<file path="src/rtl/hazard_stall_controller_pkg.sv">
// Shared types and constants for the pipeline hazard/stall controller.
package hazard_stall_controller_pkg;

  typedef enum logic {
    StRun    = 1'b0,
    StMdBusy = 1'b1
  } md_state_e;

  localparam logic [4:0] REG_ZERO = 5'd0;

  typedef struct packed {
    logic pc_write;
    logic if_id_write;
    logic if_id_flush;
    logic id_ex_bubble;
  } pipe_ctrl_t;

  localparam pipe_ctrl_t CtrlRun   = '{pc_write: 1'b1, if_id_write: 1'b1,
                                       if_id_flush: 1'b0, id_ex_bubble: 1'b0};
  localparam pipe_ctrl_t CtrlStall = '{pc_write: 1'b0, if_id_write: 1'b0,
                                       if_id_flush: 1'b0, id_ex_bubble: 1'b1};
  localparam pipe_ctrl_t CtrlFlush = '{pc_write: 1'b1, if_id_write: 1'b1,
                                       if_id_flush: 1'b1, id_ex_bubble: 1'b1};
  localparam pipe_ctrl_t CtrlReset = '{pc_write: 1'b0, if_id_write: 1'b0,
                                       if_id_flush: 1'b1, id_ex_bubble: 1'b1};

endpackage

</file>
<file path="src/rtl/hazard_stall_controller_muldiv_busy_timer.sv">
// Busy timer for the multi-cycle mult/div unit: two-state FSM plus down-counter.
module muldiv_busy_timer
  import hazard_stall_controller_pkg::*;
#(
  parameter int unsigned MULDIV_LAT = 4,
  parameter int unsigned CNT_W      = 3
) (
  input  logic clk_i,
  input  logic rst_i,
  input  logic start_i,
  output logic busy_o,
  output logic last_o
);

  md_state_e        state_q, state_d;
  logic [CNT_W-1:0] cnt_q, cnt_d;

  always_ff @(posedge clk_i) begin
    if (rst_i) begin
      state_q <= StRun;
      cnt_q   <= '0;
    end else begin
      state_q <= state_d;
      cnt_q   <= cnt_d;
    end
  end

  always_comb begin
    state_d = state_q;
    cnt_d   = cnt_q;
    last_o  = 1'b0;
    unique case (state_q)
      StRun: begin
        if (start_i) begin
          state_d = StMdBusy;
          cnt_d   = CNT_W'(MULDIV_LAT - 1);
        end
      end
      StMdBusy: begin
        // A start here is unreachable: decode stalls any HI/LO user while busy.
        if (cnt_q == CNT_W'(1)) begin
          last_o  = 1'b1;
          state_d = StRun;
          cnt_d   = '0;
        end else begin
          cnt_d = cnt_q - CNT_W'(1);
        end
      end
      default: begin
        state_d = StRun;
        cnt_d   = '0;
      end
    endcase
  end

  assign busy_o = (cnt_q != '0);

endmodule

</file>
<file path="src/rtl/hazard_stall_controller.sv">
// Pipeline advance sequencer: load-use and HI/LO stalls, taken-branch flush.
// Optional performance counters are built when HAZARD_PERF_EN is defined.
module hazard_stall_controller
  import hazard_stall_controller_pkg::*;
#(
  parameter int unsigned MULDIV_LAT = 4,
  parameter int unsigned CNT_W      = 3
) (
  input  logic        Clk,
  input  logic        Reset,
  input  logic [4:0]  IF_ID_rs,
  input  logic [4:0]  IF_ID_rt,
  input  logic        IF_ID_UsesRt,
  input  logic        IF_ID_UsesHiLo,
  input  logic [4:0]  ID_EX_rt,
  input  logic        ID_EX_MemRead,
  input  logic        ID_EX_MulDivStart,
  input  logic        EX_BranchTaken,
  output logic        PCWrite,
  output logic        IF_ID_Write,
  output logic        IF_ID_Flush,
  output logic        ID_EX_Bubble,
`ifdef HAZARD_PERF_EN
  output logic [31:0] StallCycles,
  output logic [31:0] FlushCount,
`endif
  output logic        MulDivBusy
);

  logic       md_busy;
  logic       md_last;
  logic       lu_haz;
  logic       md_haz;
  logic       stall;
  pipe_ctrl_t ctrl;

  muldiv_busy_timer #(
    .MULDIV_LAT (MULDIV_LAT),
    .CNT_W      (CNT_W)
  ) u_timer (
    .clk_i   (Clk),
    .rst_i   (Reset),
    .start_i (ID_EX_MulDivStart),
    .busy_o  (md_busy),
    .last_o  (md_last)
  );

  always_comb begin
    lu_haz = ID_EX_MemRead && (ID_EX_rt != REG_ZERO) &&
             ((ID_EX_rt == IF_ID_rs) || (IF_ID_UsesRt && (ID_EX_rt == IF_ID_rt)));
    md_haz = IF_ID_UsesHiLo && (md_busy || ID_EX_MulDivStart);
    stall  = lu_haz || md_haz;
  end

  always_comb begin
    ctrl = CtrlRun;
    if (Reset) begin
      ctrl = CtrlReset;
    end else if (EX_BranchTaken) begin
      ctrl = CtrlFlush;
    end else if (stall) begin
      ctrl = CtrlStall;
    end
  end

  assign PCWrite      = ctrl.pc_write;
  assign IF_ID_Write  = ctrl.if_id_write;
  assign IF_ID_Flush  = ctrl.if_id_flush;
  assign ID_EX_Bubble = ctrl.id_ex_bubble;
  assign MulDivBusy   = md_busy && !Reset;

`ifdef HAZARD_PERF_EN
  logic [31:0] stall_cnt_q, stall_cnt_d;
  logic [31:0] flush_cnt_q, flush_cnt_d;

  always_ff @(posedge Clk) begin
    if (Reset) begin
      stall_cnt_q <= '0;
      flush_cnt_q <= '0;
    end else begin
      stall_cnt_q <= stall_cnt_d;
      flush_cnt_q <= flush_cnt_d;
    end
  end

  // A branch overrides a pending stall, so that cycle counts as a flush only.
  always_comb begin
    stall_cnt_d = stall_cnt_q;
    flush_cnt_d = flush_cnt_q;
    if (EX_BranchTaken) begin
      flush_cnt_d = flush_cnt_q + 32'd1;
    end else if (stall) begin
      stall_cnt_d = stall_cnt_q + 32'd1;
    end
  end

  assign StallCycles = stall_cnt_q;
  assign FlushCount  = flush_cnt_q;
`endif

  // The final busy cycle is always flagged from within the busy state.
  a_last_in_busy : assert property (@(posedge Clk) disable iff (Reset) md_last |-> md_busy);
  a_no_start_busy : assert property (@(posedge Clk) disable iff (Reset)
                                     md_busy |-> !ID_EX_MulDivStart);

endmodule

</file>
<file path="config.mk">
export PLATFORM = sky130hd
export DESIGN_NAME = hazard_stall_controller
export DESIGN_NICKNAME = d
export VERILOG_FILES = /design/src/rtl/hazard_stall_controller_pkg.sv /design/src/rtl/hazard_stall_controller_muldiv_busy_timer.sv /design/src/rtl/hazard_stall_controller.sv
export SDC_FILE = /design/constraint.sdc
export NUM_CORES = 1
export LEC_CHECK = 0
export ABC_CLOCK_PERIOD_IN_PS = 3600
export BUFFER_PORTS_ARGS = -buffer_cell sky130_fd_sc_hd__buf_2
export CAP_MARGIN = 30
export CORE_AREA = 2 2 39 41
export DETAILED_ROUTE_END_ITERATION = 16
export DIE_AREA = 0 0 41 43
export GPL_ROUTABILITY_DRIVEN = 0
export REMOVE_ABC_BUFFERS = 1
export SYNTH_ARGS = -nofsm -noshare
export SYNTH_HDL_FRONTEND = slang
export SYNTH_HIERARCHICAL = 1
export SYNTH_SLANG_ARGS = --single-unit
</file>
<file path="constraint.sdc">
create_clock -name Clk -period 3.6 [get_ports Clk]
set_input_delay 0.72 -clock Clk [delete_from_list [all_inputs] [get_ports Clk]]
set_output_delay 0.72 -clock Clk [all_outputs]
set_load 0.005 [all_outputs]
</file>
==> results.py <==
metrics = {
    "grt": {
        "first_global_vias": 438,
        "grt_usage_pct": 13.01,
        "antenna_found_initial": 0,
        "grt_pass1_wl_um": 1511,
        "grt-ovfl-total": 0,
        "grt_max_degree": 9,
    },
    "place": {
        "dpl.hpwl_um": 831.5,
        "pre_cts_ws_ns": 1.059,
        "dp_cells": 89,
        "portBuffers": 26,
    },
    "critical_path": {
        "required_ns": 2.88,
        "start_kind": "input pin",
        "crit_fanout": 3,
        "crit_type": "in -> out",
        "path_buf_inv": 2,
        "cpMostUsedCell": "buf_2",
        "critPathTopFamily": "compound AO/OA/AOI/OAI gates",
        "path_cells": "buf_2, xor2_1, nor4_2, a32oi_1, o31a_1, buf_2",
        "slowest_delay_ns": 0.27,
        "slowest_stage": "nor4_2",
        "path_depth": 6,
        "ff2ff_path_depth": 5,
        "reg2reg_slack_ns": 2.50,
        "end_kind": "output pin",
        "critPathArrivalTime_ns": 1.81,
    },
    "drt": {
        "wire_per_inst_um": 10.57,
        "totalWireLength_um": 972,
        "firstDrtPassIters": 1,
        "via_per_inst": 4.804,
        "vias": 442,
        "drt-initial-drc-count": 0,
        "drc": 0,
        "ant_nets": 0,
    },
    "pwr": {
        "p_int_mw": 0.1165,
        "pwr-share-seq_pct": 32.0,
        "combPwrFrac_pct": 34.5,
        "power_switching_mw": 0.05024,
        "clkPwrFrac_pct": 33.5,
        "leakage_nw": 0.2792,
        "p_sw_share_pct": 30.13,
        "peakVddDrop_mv": 0.1257,
        "p_per_area_nw_per_um2": 289.1,
    },
    "final_layout": {
        "diodes": 0,
        "fin_util_pct": 41.68,
        "syn_to_final_growth_pct": 36.39,
        "drive_above_1_share_pct": 43.42,
        "layout.nets": 103,
        "instances_no_fill": 92,
    },
    "logic_synthesis": {
        "synthCells": 49,
        "synth_top_area_share_pct": 18.93,
        "yosysWarnings": 6,
        "syn_area_sq_um": 422.9,
        "yosysUniqueCellTypes": 26,
        "synth_edf_count": 0,
        "avgSynthCellArea_sq_um": 8.631,
        "yosysMostFrequentCell": "xor2_1",
        "ys_async_sr_fraction_pct": 0,
        "synth_ff_type": "dfxtp_1",
        "seq_area_frac_synth_pct": 18.93,
        "ys_seq_elements": 4,
        "synth_top_cell_by_area": "dfxtp_1",
        "synth_common_cells": "9 x xor2_1, 7 x nor2_1, 4 x dfxtp_1",
        "synthTopCellsByArea": "dfxtp_1 19%, xor2_1 19%, ha_1 8.9%, nor2_1 6.2%, and3b_4 3.0%",
    },
    "cts": {
        "numCtsBuffers": 3,
        "cts_root_buf": "clkbuf_4",
        "htree_levels": 1,
        "cts-resized-gates": 0,
        "ctsHoldBuffers": 0,
        "clockBufferDepth": 2,
        "post_cts_buffers": 0,
        "cts.sinks": 4,
        "insertion_delay_ns": 0.24,
        "path_clk_slew_ns": 0.04,
        "cts_tree": "yes",
    },
    "floorplan": {
        "die-area_sq_um": 1763,
        "start_util_pct": 30.56,
        "fp.dieH_um": 43,
        "core_area_sq_um": 1384,
        "die_w_um": 41,
        "rows": 14,
        "ios": 27,
    },
    "sta": {
        "relSlewSlack_pct": 81.27,
        "skew_ns": 0.003297,
        "worst-slew-pin-transition_ns": 0.2806,
        "fin_ws_ns": 1.071,
        "min_period_over_period_pct": 70.26,
        "rsz0062_at_grt": "no",
        "max_freq_ghz": 0.3953,
        "hold_viol": 0,
        "finalSetupViolations": 0,
        "tns_ns": 0,
        "layout_min_cycle_time_ns": 2.529,
        "maxSlewViolCount": 0,
    },
    "worst_hold_path": {
        "min_path_type": "reg -> reg",
        "min_delay_path_depth": 2,
    },
    "outcome": {
        "outcome": "finished clean",
    },
    "flow_run": {
        "max-cap-violations": 0,
    },
}
## registers in the layout (all words and copies together), names as in the netlist
| name | count |
|---|---|
| u_timer/state_q | 1 |
| u_timer/cnt_q | 3 |
## layer usage
metal	share of wire, %	up-vias	routed length [um]	global-route usage (%)
li1	-	224	-	-
met1	36	189	346	10.83
met2	53	27	511	24.38
met3	10	2	102	3.141
met4	1.2	0	12	8.000
met5	0	-	0	0
## power by group through the flow
| stage | logic [mW] | clock network, mW | registers, mW |
|---|---|---|---|
| 2_1_floorplan | 0.0327 | 0 | 0.0528 |
| 3_3_place_gp | 0.0568 | 0 | 0.0538 |
| 3_5_place_dp | 0.0587 | 0 | 0.0540 |
| 4_1_cts | 0.0589 | 0.0579 | 0.0534 |
| 5_1_grt | 0.0656 | 0.0601 | 0.0540 |
| 6_report | 0.0576 | 0.0559 | 0.0533 |
## final cells by class
class	instances	area [sq um]
clock buffer	3	22.52
tap	16	20.02
sequential	4	80.08
inverter	3	11.26
fill	143	807.0
multi-input combinational	40	312.8
timing repair buffer	26	130.1
## tightest hold or removal path: stages (launching register included)
cell and delay [ns]:
dfxtp_1 0.37, a21oi_1 0.08, nor2_1 0.07
## cells by family (layout without fill, tap and decap cells)
| logic type | Yosys count | count (layout) | synth area share, % |
|---|---|---|---|
| AOI/OAI and AO/OA | 9 | 9 | 15.98 |
| DFF | 4 | 4 | 18.94 |
| xor gates and xnor gates | 10 | 10 | 20.71 |
| muxes | 1 | 1 | 2.367 |
| and+or+nand+nor | 17 | 17 | 26.04 |
| buffers and inverters | 5 | 32 | 7.101 |
| adders and majority gates | 3 | 3 | 8.877 |
## layout by cell type, fill, tap and decap left out
master and n:
o21ba_1 1, mux2i_1 1, a32oi_1 1, a21oi_1 1, xnor2_1 1, buf_2 26, a211oi_1 1, a31oi_1 1
nor4_2 1, o21ai_0 1, o21ai_2 1, nor3_1 2, and4bb_1 1, nor2_1 7, or4_1 1, inv_1 3
nand2b_1 2, ha_1 3, clkbuf_4 3, o31a_1 1, o211ai_1 1, and3b_4 1, dfxtp_1 4, xor2_1 9
nor2b_1 1, nor3_2 1
## stage by stage
stage	hold WS, ns	area (sq um)	power [mW]
global route	0.6000	576.8	0.1797
CTS	0.5544	576.8	0.1703
global placement	0.5415	554.3	0.1107
detailed placement	0.5421	554.3	0.1127
finish	0.5604	576.8	0.1668
floorplan	0.4872	404.1	0.08541
## path summary, 6_finish.rpt
kind / end / startpoint
setup / recovery: IF_ID_Write / ID_EX_rt[3]
hold / removal: u_timer/cnt_q[2]$_SDFFE_PP0P_ / u_timer/cnt_q[2]$_SDFFE_PP0P_
setup reg to reg: u_timer/cnt_q[2]$_SDFFE_PP0P_ / u_timer/cnt_q[0]$_SDFFE_PP0P_
hold reg to reg: u_timer/cnt_q[2]$_SDFFE_PP0P_ / u_timer/cnt_q[2]$_SDFFE_PP0P_
Note: power is estimated with default switching activity, not from simulation.
